--- src/rtl/weight_fetch_ctrl.sv ---
// rtl/weight_fetch_ctrl.sv - streams DEPTH weight words from a BRAM through a 2-entry credit-gated FIFO
module weight_fetch_ctrl #(
  parameter int DEPTH = 28,
  parameter int AW    = 5,
  parameter int DW    = 16
) (
  input  logic          i_clk,
  input  logic          i_rst_n,
  input  logic          i_start,
  output logic          o_busy,
  output logic          o_done,
  output logic [AW-1:0] o_br_addr,
  output logic          o_br_en,
  output logic          o_br_we,
  output logic [DW-1:0] o_br_di,
  input  logic [DW-1:0] i_br_do,
  output logic [DW-1:0] o_w_data,
  output logic          o_w_valid,
  input  logic          i_w_ready,
  output logic [AW-1:0] o_w_idx,
  output logic          o_w_last
);

  typedef enum logic [1:0] {
    S_IDLE,
    S_FETCH,
    S_DRAIN
  } state_t;

  localparam logic [AW-1:0] LAST_ADDR = AW'(DEPTH - 1);

  state_t          r_state;
  state_t          w_state_nxt;
  logic            r_br_en;
  logic [AW-1:0]   r_br_addr;
  logic            r_done;

  logic [DW-1:0]   r_fifo_data [2];
  logic [AW-1:0]   r_fifo_idx  [2];
  logic            r_fifo_last [2];
  logic            r_rd_ptr;
  logic            r_wr_ptr;
  logic [1:0]      r_count;

  logic            w_push;
  logic            w_pop;
  logic            w_head_last;
  logic [2:0]      w_pending;
  logic            w_credit_ok;
  logic            w_issue;
  logic [AW-1:0]   w_issue_addr;
  logic            w_done_nxt;

  // A read presented last cycle lands in the FIFO at this edge, so r_br_en is the in-flight count.
  assign w_push      = r_br_en;
  assign w_pop       = o_w_valid & i_w_ready;
  assign w_head_last = r_fifo_last[r_rd_ptr];
  assign w_pending   = {1'b0, r_count} + {2'b00, r_br_en};
  assign w_credit_ok = (w_pending - {2'b00, w_pop}) < 3'd2;

  always_comb begin
    w_state_nxt  = r_state;
    w_issue      = 1'b0;
    w_issue_addr = r_br_addr;
    w_done_nxt   = 1'b0;
    case (r_state)
      S_IDLE: begin
        // A START coinciding with the DONE pulse belongs to the finished run and is dropped.
        if (i_start && !r_done) begin
          w_issue      = 1'b1;
          w_issue_addr = '0;
          w_state_nxt  = (DEPTH == 1) ? S_DRAIN : S_FETCH;
        end
      end
      S_FETCH: begin
        if (w_credit_ok) begin
          w_issue      = 1'b1;
          w_issue_addr = r_br_addr + AW'(1);
          if (w_issue_addr == LAST_ADDR) begin
            w_state_nxt = S_DRAIN;
          end
        end
      end
      S_DRAIN: begin
        if (w_pop && w_head_last) begin
          w_state_nxt = S_IDLE;
          w_done_nxt  = 1'b1;
        end
      end
      default: w_state_nxt = S_IDLE;
    endcase
  end

  always_ff @(posedge i_clk or negedge i_rst_n) begin
    if (!i_rst_n) begin
      r_state   <= S_IDLE;
      r_br_en   <= 1'b0;
      r_br_addr <= '0;
      r_done    <= 1'b0;
    end else begin
      r_state <= w_state_nxt;
      r_br_en <= w_issue;
      r_done  <= w_done_nxt;
      if (w_issue) begin
        r_br_addr <= w_issue_addr;
      end
    end
  end

  always_ff @(posedge i_clk or negedge i_rst_n) begin
    if (!i_rst_n) begin
      for (int i = 0; i < 2; i++) begin
        r_fifo_data[i] <= '0;
        r_fifo_idx[i]  <= '0;
        r_fifo_last[i] <= 1'b0;
      end
      r_rd_ptr <= 1'b0;
      r_wr_ptr <= 1'b0;
      r_count  <= '0;
    end else begin
      if (w_push) begin
        r_fifo_data[r_wr_ptr] <= i_br_do;
        r_fifo_idx[r_wr_ptr]  <= r_br_addr;
        r_fifo_last[r_wr_ptr] <= (r_br_addr == LAST_ADDR);
        r_wr_ptr              <= ~r_wr_ptr;
      end
      if (w_pop) begin
        r_rd_ptr <= ~r_rd_ptr;
      end
      r_count <= r_count + {1'b0, w_push} - {1'b0, w_pop};
    end
  end

  assign o_busy    = (r_state != S_IDLE);
  assign o_done    = r_done;
  assign o_br_en   = r_br_en;
  assign o_br_addr = r_br_addr;
  assign o_br_we   = 1'b0;
  assign o_br_di   = '0;
  assign o_w_valid = (r_count != 2'd0);
  assign o_w_data  = r_fifo_data[r_rd_ptr];
  assign o_w_idx   = r_fifo_idx[r_rd_ptr];
  assign o_w_last  = r_fifo_last[r_rd_ptr];

endmodule
--- config.mk ---
export PLATFORM = sky130hd
export DESIGN_NAME = weight_fetch_ctrl
export DESIGN_NICKNAME = d
export VERILOG_FILES = /design/src/rtl/weight_fetch_ctrl.sv
export SDC_FILE = /design/constraint.sdc
export NUM_CORES = 1
export LEC_CHECK = 0
export CORE_MARGIN = 2
export CORE_UTILIZATION = 53
export DETAILED_ROUTE_END_ITERATION = 16
export PLACE_DENSITY = 0.87
export SLEW_MARGIN = 0
export SYNTH_ARGS = -nofsm -noshare
export SYNTH_HDL_FRONTEND = slang
export SYNTH_SLANG_ARGS = --single-unit
--- constraint.sdc ---
create_clock -name i_clk -period 7.1 [get_ports i_clk]
set_clock_uncertainty 0.15 [all_clocks]
set_input_delay 1.775 -clock i_clk [delete_from_list [all_inputs] [get_ports i_clk]]
set_output_delay 1.775 -clock i_clk [all_outputs]
set_load 0.02 [all_outputs]
## After elaboration in Yosys (flattened, before gate mapping)

Cells that the tools add are included.

- Bits in registers: 57
- Bits in latches: 0
- Memory bits (writable): 0
- Memory bits (read-only): 0
- Input bits: 20
- Output and inout bits: 48
- Memories kept: 0

- Add/sub/neg operators: 5
- Multiply operators: 0
- Divide/modulo/power cells: 0
- $lt $le $gt $ge: 4
- Equality and inequality tests: 8
- Shifts and indexed selects: 0
- Mux-type cells: 31
- Bitwise logic cells: 5
- Reduce and logical (&&, ||, !) cells: 10

Operators with widths:

| cell | count |
|---|---|
| 2-to-1 mux 16 bit | 4 |
| bitwise mux 32 bit | 1 |
| 2-to-1 mux 5 bit | 6 |
| demux 16 bit (select 1 bit) | 1 |
| bitwise mux 10 bit | 1 |
| equality test 5 bit, second input constant | 2 |
| one-hot mux 5 bit (2 select lines) | 1 |
| 2-to-1 mux 1 bit | 8 |
| 2-to-1 mux 2 bit | 4 |
| inequality test 2 bit, second input constant | 4 |
| AND reduction 4 bit | 2 |
| one-hot mux 2 bit (3 select lines) | 1 |
| nonzero test 2 bit | 3 |
| adder 5 x 1 -> 5 bit, second input constant | 1 |
| demux 5 bit (select 1 bit) | 1 |
| greater-or-equal comparator 2 bit, second input constant | 2 |
| NOT 1 -> 2 bit | 2 |
| adder 2 x 1 -> 3 bit | 1 |
| logical AND 1 bit | 3 |
| < comparator 3 x 2 -> 1 bit, second input constant | 1 |
| subtractor 3 x 1 -> 3 bit | 1 |
| adder 2 x 1 -> 2 bit | 1 |
| bitwise mux 2 bit | 1 |
| equality test 2 x 1 -> 1 bit, second input constant | 1 |
| 9 further kinds | 10 |

## Depth between registers and ports, before layout

- Depth in word-level cells: 7
- Mapped depth: 10

## Worst setup path after synthesis

No wires, ideal clock.

- Path type: input to register
- Start: in i_w_ready
- End: reg r_br_addr[2] (netlist: o_br_addr[2])
- Setup time: 121 ps
- Arrival time: 3550 ps
- Required time: 6829 ps
- Slack: 3279 ps
- Stages on the path: 10
- Path buffers: 0
- Cell sequence: o21a_1 > ha_1 > inv_1 > ha_1 > inv_1 > fa_1 > xnor2_2 > nand3_1 > mux2_1 > a22o_1

- Longest elaborated chain between the ends: 6
- Elaborated cells on any way between the ends: 7

RTL lines:

| what | line | RTL |
|---|---|---|
| from (decl) | 19 | `input logic i_w_ready,` |
| AND 1 bit * | 56 | `assign w_pop = o_w_valid & i_w_ready;` |
| subtractor 3 x 1 -> 3 bit * | 59 | `assign w_credit_ok = (w_pending - {2'b00, w_pop}) < 3'd2;` |
| < comparator 3 x 2 -> 1 bit * | 59 |  |
| 2-to-1 mux 1 bit | 76 | `if (w_credit_ok) begin` |
| one-hot mux 1 bit (2 select lines) | 66 | `case (r_state)` |
| AND reduction 4 bit (no source line) * | -- |  |
| to (signal assigned) | 105 | `r_br_addr <= w_issue_addr;` |
| to (decl) | 35 | `logic [AW-1:0] r_br_addr;` |

Every way passes the cells marked *; elsewhere a longest branch is shown, timed or not.
A chain may end at the register's enable or synchronous reset.

## Worst setup path in the final report

- Start: reg r_rd_ptr
- End: out o_w_last

- Longest elaborated chain between the ends: 4

RTL lines:

| what | line | RTL |
|---|---|---|
| from (decl) | 41 | `logic r_rd_ptr;` |
| from (signal assigned) | 128 | `r_rd_ptr <= ~r_rd_ptr;` |
| NOT 1 -> 2 bit (not written as such) | 143 | `assign o_w_last = r_fifo_last[r_rd_ptr];` |
| 2-to-1 mux 1 bit (not written as such) (3 in series) | 143 |  |
| to (decl) | 21 | `output logic o_w_last` |

No other way between the ends. The select of a mux whose other input is x is not followed.

==> metrics.txt <==
maximum vdd drop=0.309 mV; hold endpoint=r_fifo_idx[0]; Min-Delay Path Depth=2; initial drt markers=67; total routed wirelength=4.84 mm; Yosys top cell by area=dfrtp_1; I/O pin count=68; status=finished clean; Initial Util=54.2%; setup TNS=0 ps; largest net degree at the start of global routing=58; Slew @ Worst Pin=1050 ps; Buf/Inv on CP=1; Pleak=1.48 nW; Finished Cell Area=3440 um^2; Clock Pin Slew Worst Setup and Hold Paths=60 ps; max-slew violation count=0; antenna viol nets, final=0; first-pass GRT wire length=7.80 mm; PortBufs=50; Core Rows=26; DIE HEIGHT=75.6 um; CTS max path bufs=2; CTS tree=done; WS Path Type=reg2out; CP Cell Sequence=mux2_2, clkdlybuf4s50_1; clock tree root buffer cell=clkbuf_8; crit-path max FO=23; H-tree Lvls=3; Die Area=5710 um^2; Final period util=60.6%; Yosys reg bits=57; DRC viols=0; vias per inst=5.07; TritonRoute pass-1 iters=4; clock latency on the worst-skew pair=320 ps; die width=75.6 um; CP Capture Type=output port; fin cells=335; max-cap violation count=0; largest cells by area after synthesis=dfrtp_1, mux2_2, buf_4; post-cts sizing count=0; antenna violations before repair=0; Final Wtd Congestion=0.762; post-CTS setup buffer count=0; Top delay family on crit path=flip-flops; Cells after Synth=slightly above 200; RR Startpoint=r_count[1]; total number of vias=1699; DP Area=approximately 3200 um^2; Slowest Stage Delay on Critical Path=~1000 ps; Hold Path Origin=r_fifo_idx[0]; Yosys top cell area share=52.5%; pre-CTS WS=2680 ps; Core ar.=roughly 5000 um^2; share of layout cells above drive strength 1=32.5%; fmax=0.233 GHz; WL/cell=14.4 um; CP arrival=between 2000 and 2500 ps; Reg2Reg Setup Slack=4350 ps; DPL Wire Length=3.23 mm; r2r endpoint=o_br_addr[2]; register area share after synthesis=52.5%; gr ovfl total=0; yosys warns=0; synthesized area per cell=13.1 um^2; cts-stage hold buffer count=0; nets@finish=286; Mapped Area=2720 um^2; RSZ-0062 raised after global routing=false; Critical Path Start Type=flop; Finish-stage setup viols=0; vias in the first global route=about 1700; area grow syn2layout=26.6%; Max-slew headroom=29.8%; Fin. Hold Viols=0; critical path's slowest cell=dfrtp_1; count of cell types in the netlist=33; Min-Delay Path Class=reg2reg; Worst setup startpoint=r_rd_ptr; Num CTS Buffers=9; Ant. Diodes=0; clock sink count=57; min Tclk post-route=4300 ps; P per Cell Area=513 nW/um^2; Placed Cells=320; gr usage total=between 10% and 20%; Post-Route Utilization=68.6%; r2r worst-path depth=10; setup ws final=2800 ps; Worst Path Required=5180 ps
[layout make-up]
type                       count  area (um^2)
sequential                    57         1430
fill                         386         1570
inverter                       7         26.3
timing repair buffer          52          510
clock inverter                 2         60.1
tap                           70         87.6
clock buffer                  13          169
multi-input combinational    134         1160
[worst max-delay path by stage]
stage	slack, ps	to	depth (start not counted)
finish	2800	o_w_last	2
global route	2680	o_w_last	2
CTS	2760	o_w_last	2
detailed placement	2680	o_br_addr[2]	11
global placement	2780	o_br_addr[2]	11
floorplan	3280	o_br_addr[2]	10
[per-stage QoR]
stage / total power [mW] / hold slack (ps)
finish: 1.76 / 342
global route: 1.88 / 363
CTS: 1.79 / 351
detailed placement: 1.43 / 337
global placement: 1.40 / 312
floorplan: 1.13 / 294
[worst register-to-register path, cell delays in order, from the launching register on]
cell     delay [ps]
dfrtp_1         450
o21a_1          250
ha_1            290
inv_1            60
ha_1            120
inv_1            50
fa_1            410
xnor2_2         230
nand3_1         120
mux2_1          330
a22o_1          190
[placed cells by master, fill, tap and decap left out]
cell              n
nor2b_1           1
and2b_4           1
nand4_1           2
xnor2_2           1
nand4b_1          1
nor3b_1           1
buf_4             2
mux2i_1           1
clkbuf_1          1
nand3_2           1
o21bai_1          1
conb_1           17
a22o_1            1
ha_1              4
xor2_1            3
a21oi_1           1
mux2_1            1
nand2b_1          2
clkdlybuf4s50_1  49
o22ai_1           2
o21ba_2           1
a211oi_1          1
buf_2             1
or2_2             1
o21ai_0           5
inv_1             7
or3_1             1
nor2_1            2
nand3_1           9
mux2_2           63
dfrtp_1          57
o21a_1            1
clkbuf_8         12
fa_1              1
bufinv_16         2
nand2_1           7
nor2b_2           1
[sequential cells by signal, summed over array words and instances, names as in the netlist]
| name | flops |
|---|---|
| r_fifo_data | 32 |
| r_fifo_idx | 10 |
| o_br_addr | 5 |
| r_count | 2 |
| r_fifo_last | 2 |
| r_state | 2 |
| o_br_en | 1 |
| o_done | 1 |
| r_rd_ptr | 1 |
| r_wr_ptr | 1 |
[power breakdown]
group	internal [mW]	switching (mW)
clock	0.225	0.120
combinational	0.457	0.364
sequential	0.474	0.122
[kinds of logic (layout without fill, tap and decap cells)]
kind of cell	Yosys count	after routing	share of synthesized area (%)
AOI/OAI and AO/OA	13	13	3.09
DFF	57	57	52.5
muxes	65	65	26.9
and+or+nand+nor	30	30	6.08
buffers and inverters	32	74	7.14
adders and majority gates	5	5	2.58
other	1	17	0.138
xor gates and xnor gates	4	4	1.57
[Yosys cell counts, drive strengths merged]
master and n:
nand3 10, o21ba 1, o21ai 5, fa 1, or2 1, xnor2 1
nand4 2, o22ai 2, buf 24, o21bai 1, dfrtp 57, nor3b 1
nor2b 2, nand2b 2, a21oi 1, mux2i 1, mux2 64, conb 1
o21a 1, nor2 2, nand4b 1, or3 1, xor2 3, ha 4
and2b 1, a22o 1, a211oi 1, inv 7, nand2 7, clkbuf 1
[layer usage]
layer,GRT usage (%),vias to the layer above,share of wire [%]
li1,-,798,-
met1,23.5,849,45
met2,30.2,45,49
met3,4.76,7,4.0
met4,11.1,0,1.9
met5,0,-,0
(Power assumes the default switching activity.)
